<file path="src/rtl/csc_syn_reader.sv">
// Walks one CSC segment of the synaptic weight memory and streams its (column, weight) entries.
// Optional build macro CSC_ENTRY_COUNT_EN adds a saturating popped-entry counter output.
//
// state   | meaning
// --------+-----------------------------------------------------------
// S_IDLE  | waiting for a segment, start_ready high
// S_RUN   | issuing memory reads, throttled by output buffer space
// S_DRAIN | all reads issued, waiting for the last entry to be popped
module csc_syn_reader #(
  parameter int ADDR_W = 8,
  parameter int COL_W  = 5,
  parameter int WGT_W  = 8
) (
  input  logic              clk,
  input  logic              rst,
  input  logic              start_valid,
  output logic              start_ready,
  input  logic [ADDR_W-1:0] ptr_begin,
  input  logic [ADDR_W:0]   ptr_count,
  output logic [ADDR_W-1:0] mem_addr,
  input  logic [COL_W-1:0]  mem_col_index,
  input  logic [WGT_W-1:0]  mem_syn_weight,
  output logic              out_valid,
  input  logic              out_ready,
  output logic [COL_W-1:0]  out_col_index,
  output logic [WGT_W-1:0]  out_syn_weight,
  output logic              out_last,
`ifdef CSC_ENTRY_COUNT_EN
  output logic [15:0]       entry_count,
`endif
  output logic              busy
);

  typedef enum logic [1:0] {
    S_IDLE  = 2'd0,
    S_RUN   = 2'd1,
    S_DRAIN = 2'd2
  } state_t;

  localparam logic [ADDR_W-1:0] PTR_ONE = 1;
  localparam logic [ADDR_W:0]   REM_ONE = 1;

  state_t             state, state_nxt;
  logic [ADDR_W-1:0]  ptr;
  logic [ADDR_W:0]    remaining;
  logic               inflight, inflight_last;
  logic [1:0]         occ;
  logic [2:0]         load;
  logic               issue, pop, push;

  logic [COL_W-1:0]   slot0_col, slot1_col;
  logic [WGT_W-1:0]   slot0_wgt, slot1_wgt;
  logic               slot0_last, slot1_last;

  always_ff @(posedge clk or posedge rst) begin
    if (rst) state <= S_IDLE;
    else     state <= state_nxt;
  end

  always_comb begin
    state_nxt = state;
    case (state)
      S_IDLE:  if (start_valid && ptr_count != '0) state_nxt = S_RUN;
      S_RUN:   if (issue && remaining == REM_ONE) state_nxt = S_DRAIN;
      S_DRAIN: if (pop && slot0_last) state_nxt = S_IDLE;
      default: state_nxt = S_IDLE;
    endcase
  end

  // Issue only when the buffer can absorb the read even if nothing drains next cycle.
  always_comb begin
    start_ready = (state == S_IDLE);
    busy        = (state != S_IDLE);
    out_valid   = (occ != 2'd0);
    pop         = out_valid && out_ready;
    load        = {1'b0, occ} + {2'b00, inflight} - {2'b00, pop};
    issue       = (state == S_RUN) && (load < 3'd2);
  end

  assign push           = inflight;
  assign mem_addr       = ptr;
  assign out_col_index  = slot0_col;
  assign out_syn_weight = slot0_wgt;
  assign out_last       = slot0_last;

  always_ff @(posedge clk or posedge rst) begin
    if (rst) begin
      ptr           <= '0;
      remaining     <= '0;
      inflight      <= 1'b0;
      inflight_last <= 1'b0;
    end else begin
      if (state == S_IDLE && start_valid && ptr_count != '0) begin
        ptr       <= ptr_begin;
        remaining <= ptr_count;
      end else if (issue) begin
        ptr       <= ptr + PTR_ONE;
        remaining <= remaining - REM_ONE;
      end
      inflight      <= issue;
      inflight_last <= issue && (remaining == REM_ONE);
    end
  end

  // Two-slot shift FIFO, slot0 is the head.
  always_ff @(posedge clk or posedge rst) begin
    if (rst) begin
      occ        <= 2'd0;
      slot0_col  <= '0;
      slot0_wgt  <= '0;
      slot0_last <= 1'b0;
      slot1_col  <= '0;
      slot1_wgt  <= '0;
      slot1_last <= 1'b0;
    end else begin
      occ <= occ + {1'b0, push} - {1'b0, pop};
      case ({push, pop})
        2'b10: begin
          if (occ == 2'd0) begin
            slot0_col  <= mem_col_index;
            slot0_wgt  <= mem_syn_weight;
            slot0_last <= inflight_last;
          end else begin
            slot1_col  <= mem_col_index;
            slot1_wgt  <= mem_syn_weight;
            slot1_last <= inflight_last;
          end
        end
        2'b01: begin
          slot0_col  <= slot1_col;
          slot0_wgt  <= slot1_wgt;
          slot0_last <= slot1_last;
        end
        2'b11: begin
          if (occ == 2'd1) begin
            slot0_col  <= mem_col_index;
            slot0_wgt  <= mem_syn_weight;
            slot0_last <= inflight_last;
          end else begin
            slot0_col  <= slot1_col;
            slot0_wgt  <= slot1_wgt;
            slot0_last <= slot1_last;
            slot1_col  <= mem_col_index;
            slot1_wgt  <= mem_syn_weight;
            slot1_last <= inflight_last;
          end
        end
        default: ;
      endcase
    end
  end

`ifdef CSC_ENTRY_COUNT_EN
  always_ff @(posedge clk or posedge rst) begin
    if (rst) entry_count <= 16'd0;
    else if (pop && entry_count != 16'hFFFF) entry_count <= entry_count + 16'd1;
  end
`endif

endmodule

</file>
<file path="config.mk">
export PLATFORM = sky130hd
export DESIGN_NAME = csc_syn_reader
export DESIGN_NICKNAME = d
export VERILOG_FILES = /design/src/rtl/csc_syn_reader.sv
export SDC_FILE = /design/constraint.sdc
export NUM_CORES = 1
export LEC_CHECK = 0
export BUFFER_PORTS_ARGS = -buffer_cell sky130_fd_sc_hd__buf_4
export CORE_MARGIN = 3
export CORE_UTILIZATION = 35
export CTS_CLUSTER_DIAMETER = 80
export DETAILED_ROUTE_END_ITERATION = 12
export GPL_TIMING_DRIVEN = 0
export PLACE_DENSITY = 0.62
export SLEW_MARGIN = 20
export SYNTH_ARGS = -nofsm -noshare
export SYNTH_HDL_FRONTEND = slang
export SYNTH_SLANG_ARGS = --single-unit
</file>
<file path="constraint.sdc">
create_clock -name clk -period 3.72 [get_ports clk]
set_input_delay 0.558 -clock clk [delete_from_list [all_inputs] [get_ports clk]]
set_output_delay 0.558 -clock clk [all_outputs]
set_load 0.005 [all_outputs]
</file>
==> run_summary.xml <==
<?xml version="1.0" encoding="UTF-8"?>
<metrics>
  <group name="yosys">
    <metric name="yosysWarnings" unit="">0</metric>
    <metric name="synthesis.instances" unit="">212</metric>
    <metric name="synth_seq_area_share" unit="%">51.26</metric>
    <metric name="synth_async_sr_flop_share" unit="%">100.0</metric>
    <metric name="synthesis.area_per_instance" unit="µm²">11.74</metric>
    <metric name="synthesis.area" unit="µm²">2490</metric>
    <metric name="synth_enable_flop_cells" unit="">0</metric>
    <metric name="yosysUniqueCellTypes" unit="">43</metric>
    <metric name="postSynthRegisterBits" unit="">51</metric>
    <metric name="synthesis.nets" unit="">251</metric>
    <metric name="synth-main-ff-cell" unit="">dfrtp_1</metric>
  </group>
  <group name="timing">
    <metric name="worst_slew_pin_slew" unit="ns">0.6759</metric>
    <metric name="max_frequency" unit="MHz">331.8</metric>
    <metric name="timing.final.hold_violations" unit="">0</metric>
    <metric name="timing.final.setup_violations" unit="">0</metric>
    <metric name="slew_headroom" unit="%">53.65</metric>
    <metric name="rsz0062_at_grt" unit="">false</metric>
    <metric name="final_period_minus_worst_setup_slack" unit="ns">3.014</metric>
    <metric name="timing_max_transition_violations_final" unit="">0</metric>
    <metric name="finalCritPeriodShare" unit="%">81.02</metric>
    <metric name="timing.clock.skew" unit="ns">0.007470</metric>
    <metric name="timing.setup.tns" unit="ns">0</metric>
  </group>
  <group name="critical_path">
    <metric name="worstSetupEndpointType" unit="">register</metric>
    <metric name="critical_path.top_delay_family" unit="">simple AND/OR/NAND/NOR gates</metric>
    <metric name="crit_slowest_cell" unit="">fa_1</metric>
    <metric name="ordered_cell_list_for_the_critical_path" unit="">nor2b_1 &gt; nand2b_1 &gt; ha_1 &gt; fa_1 &gt; or3b_1 &gt; or2_1 &gt; clkinv_1 &gt; buf_4 &gt; mux2i_1 &gt; a221o_1</metric>
    <metric name="timing.setup.critical_path_class" unit="">register to register</metric>
    <metric name="worstPathBufferInverterCount" unit="">2</metric>
    <metric name="crit_path_start_kind" unit="">register</metric>
    <metric name="crit_path_max_fanout" unit="">10</metric>
    <metric name="required" unit="ns">3.91</metric>
    <metric name="cp_peak_stage_delay" unit="ns">0.47</metric>
    <metric name="data_arrival_time_of_the_critical_path" unit="ns">3.21</metric>
  </group>
  <group name="floorplan">
    <metric name="rows" unit="">30</metric>
    <metric name="core_area" unit="µm²">6832</metric>
    <metric name="ioPinCount" unit="">59</metric>
    <metric name="die_width" unit="µm">90.35</metric>
    <metric name="floorplan.die_area" unit="µm²">8162</metric>
    <metric name="initial_core_util" unit="%">36.45</metric>
    <metric name="die_height" unit="µm">90.35</metric>
  </group>
  <group name="hold_path">
    <metric name="worstHoldPathType" unit="">input port to async pin</metric>
  </group>
  <group name="global_route">
    <metric name="globalRoute.totalOverflow" unit="">0</metric>
    <metric name="first_global_vias" unit="">2031</metric>
    <metric name="grt_first_pass_wirelength" unit="mm">9.825</metric>
    <metric name="grt_max_degree" unit="">52</metric>
    <metric name="antenna_found_initial" unit="">0</metric>
    <metric name="combined_global_route_utilization_of_all_metal_layers" unit="%">14.52</metric>
  </group>
  <group name="finish">
    <metric name="insertedDiodeCount" unit="">0</metric>
    <metric name="finalCoreUtilization" unit="%">45.97</metric>
    <metric name="syn_to_final_growth" unit="%">26.13</metric>
    <metric name="post_route_cells_drive_above_1_share" unit="%">32.37</metric>
    <metric name="nNetsFinal" unit="">316</metric>
    <metric name="fillerInstances" unit="">672</metric>
  </group>
  <group name="routing">
    <metric name="route.antenna.remaining_nets" unit="">0</metric>
    <metric name="detailedRoute.firstIterationViolations" unit="">68</metric>
    <metric name="drt_pass_1_iters" unit="">4</metric>
    <metric name="remaining_drc_errors" unit="">0</metric>
    <metric name="detailroute.via_count" unit="">1939</metric>
    <metric name="routed_via_density" unit="">5.184</metric>
    <metric name="drt-wirelength-per-cell" unit="µm">15.06</metric>
    <metric name="routed_wl" unit="mm">5.632</metric>
  </group>
  <group name="power">
    <metric name="cellLeakagePower" unit="nW">1.509</metric>
    <metric name="max-vdd-ir-drop" unit="mV">0.3130</metric>
    <metric name="power_density" unit="nW/µm²">816.7</metric>
  </group>
  <group name="clock_tree">
    <metric name="cts_tree" unit="">done</metric>
    <metric name="postCtsHoldBufs" unit="">0</metric>
    <metric name="max-clock-path-buffers" unit="">2</metric>
    <metric name="cts-resized-gates" unit="">0</metric>
    <metric name="clk_root_buffer_cell" unit="">clkbuf_8</metric>
    <metric name="setup_repair_bufs_after_cts" unit="">0</metric>
    <metric name="htree_num_levels" unit="">2</metric>
    <metric name="worstSkewPairLatency" unit="ns">0.30</metric>
    <metric name="cts_made_buffers" unit="">5</metric>
    <metric name="clock_sink_count" unit="">51</metric>
    <metric name="clkTransAtPathRegs" unit="ns">0.10</metric>
  </group>
  <group name="placed_design">
    <metric name="finalWeightedCongestion" unit="">0.8431</metric>
    <metric name="dp_hpwl" unit="mm">4.168</metric>
    <metric name="io_buffers" unit="">58</metric>
  </group>
  <group name="outcome">
    <metric name="outcome" unit="">finished clean</metric>
  </group>
  <group name="job">
    <metric name="cap_violations" unit="">0</metric>
  </group>
</metrics>
## cells in the final DEF (no fill, tap or decap), types with 5 or more instances in the layout
cell type  synthesis  layout
buf_4              1      59
dfrtp_1           51      51
mux2_2            16      16
a22o_1            14      14
a21o_1            14      14
mux2i_1           10      10
inv_1             10       9
nand2_1            8       8
a221o_1            8       8
nor2_1             7       7
clkbuf_1           6       6
nor3b_1            6       6
o21ai_0            6       6
nor3_1             5       5
clkbuf_8           0       5
## logic make-up after synthesis
kind of cell / after synthesis / synth area share (%)
compound gates: 53 / 17.19
simple gates: 53 / 12.31
flops: 51 / 51.26
mux: 26 / 11.26
buf+inv: 20 / 3.769
fa+ha+maj: 5 / 2.814
xor+xnor: 4 / 1.407
## routing by layer
metal / up-vias / global-route usage, % / part of all wire [%] / routed length (µm)
li1: 916 / - / - / -
met1: 962 / 18.74 / 46 / 2575
met2: 54 / 23.90 / 48 / 2711
met3: 7 / 4.333 / 5.2 / 291
met4: 0 / 3.699 / 0.94 / 53
met5: - / 0 / 0 / 0
## report_power, final
group	leakage [nW]	total [mW]	internal (mW)	switching (mW)
combinational	0.848	1.23	0.657	0.568
clock	0.0408	0.332	0.135	0.197
sequential	0.620	1.01	0.815	0.193
## metrics by stage
stage | instances | hold WS [ns] | total power, mW | setup slack (ns) | area (µm²)
2_1_floorplan | 212 | 0.4452 | 1.807 | 0.9128 | 2490
3_3_place_gp | 366 | 0.4624 | 2.228 | 0.5374 | 3045
3_5_place_dp | 366 | 0.4669 | 2.268 | 0.4710 | 3048
4_1_cts | 374 | 0.3650 | 2.606 | 0.6668 | 3141
5_1_grt | 374 | 0.3863 | 2.793 | 0.5096 | 3141
6_report | 374 | 0.3287 | 2.565 | 0.7062 | 3141
## state kept, by name, indices dropped and copies added, names as in the netlist, 2 cells and up
signal and flops:
mem_addr 8, occ 2, out_col_index 5, out_syn_weight 8, remaining 9, slot1_col 5, slot1_wgt 8, state 2
## final cells by class
class | count | area (µm²) | share of cell area [%]
clock buffers | 5 | 68.82 | 2.191
well taps | 96 | 120.1 | 3.825
flip-flops and latches | 51 | 1276 | 40.64
multi-input cells | 141 | 1120 | 35.66
inverters | 11 | 43.79 | 1.394
plain buffers | 9 | 52.55 | 1.673
repair buffers | 58 | 435.4 | 13.86
clock inverters | 3 | 23.77 | 0.7570
## synthesized netlist by cell type, types with 2 or more instances
library cell	number	area share (%)
or4_1	3	0.90
a21o_1	14	4.2
nor4_1	4	1.0
or3_1	3	0.75
nand3_1	2	0.40
mux2_2	16	7.2
or2_2	2	0.50
nand2_1	8	1.2
ha_1	4	2.0
nor3_1	5	1.0
xnor2_1	4	1.4
and3_1	3	0.75
a22o_1	14	4.9
inv_1	10	1.5
mux2i_1	10	4.0
a221o_1	8	3.2
nand2b_1	4	1.0
nor2_1	7	1.1
clkbuf_1	6	0.90
nor3b_1	6	1.8
buf_6	2	0.90
o21ai_0	6	1.2
dfrtp_1	51	51
## path summary, 6_finish.rpt
path	from	endpoint	slack, ns	cells after the start
setup / recovery	occ[0]	remaining[4]	0.71	10
hold / removal	rst	out_syn_weight[4]	0.33	2
setup reg to reg	occ[0]	remaining[4]	0.71	10
hold reg to reg	inflight_last	out_last	0.49	1
max in group asynchronous	rst	mem_addr[0]	2.95	2
min in group clk	mem_syn_weight[3]	out_syn_weight[3]	0.45	2
Power figures use the tool's default switching activity.
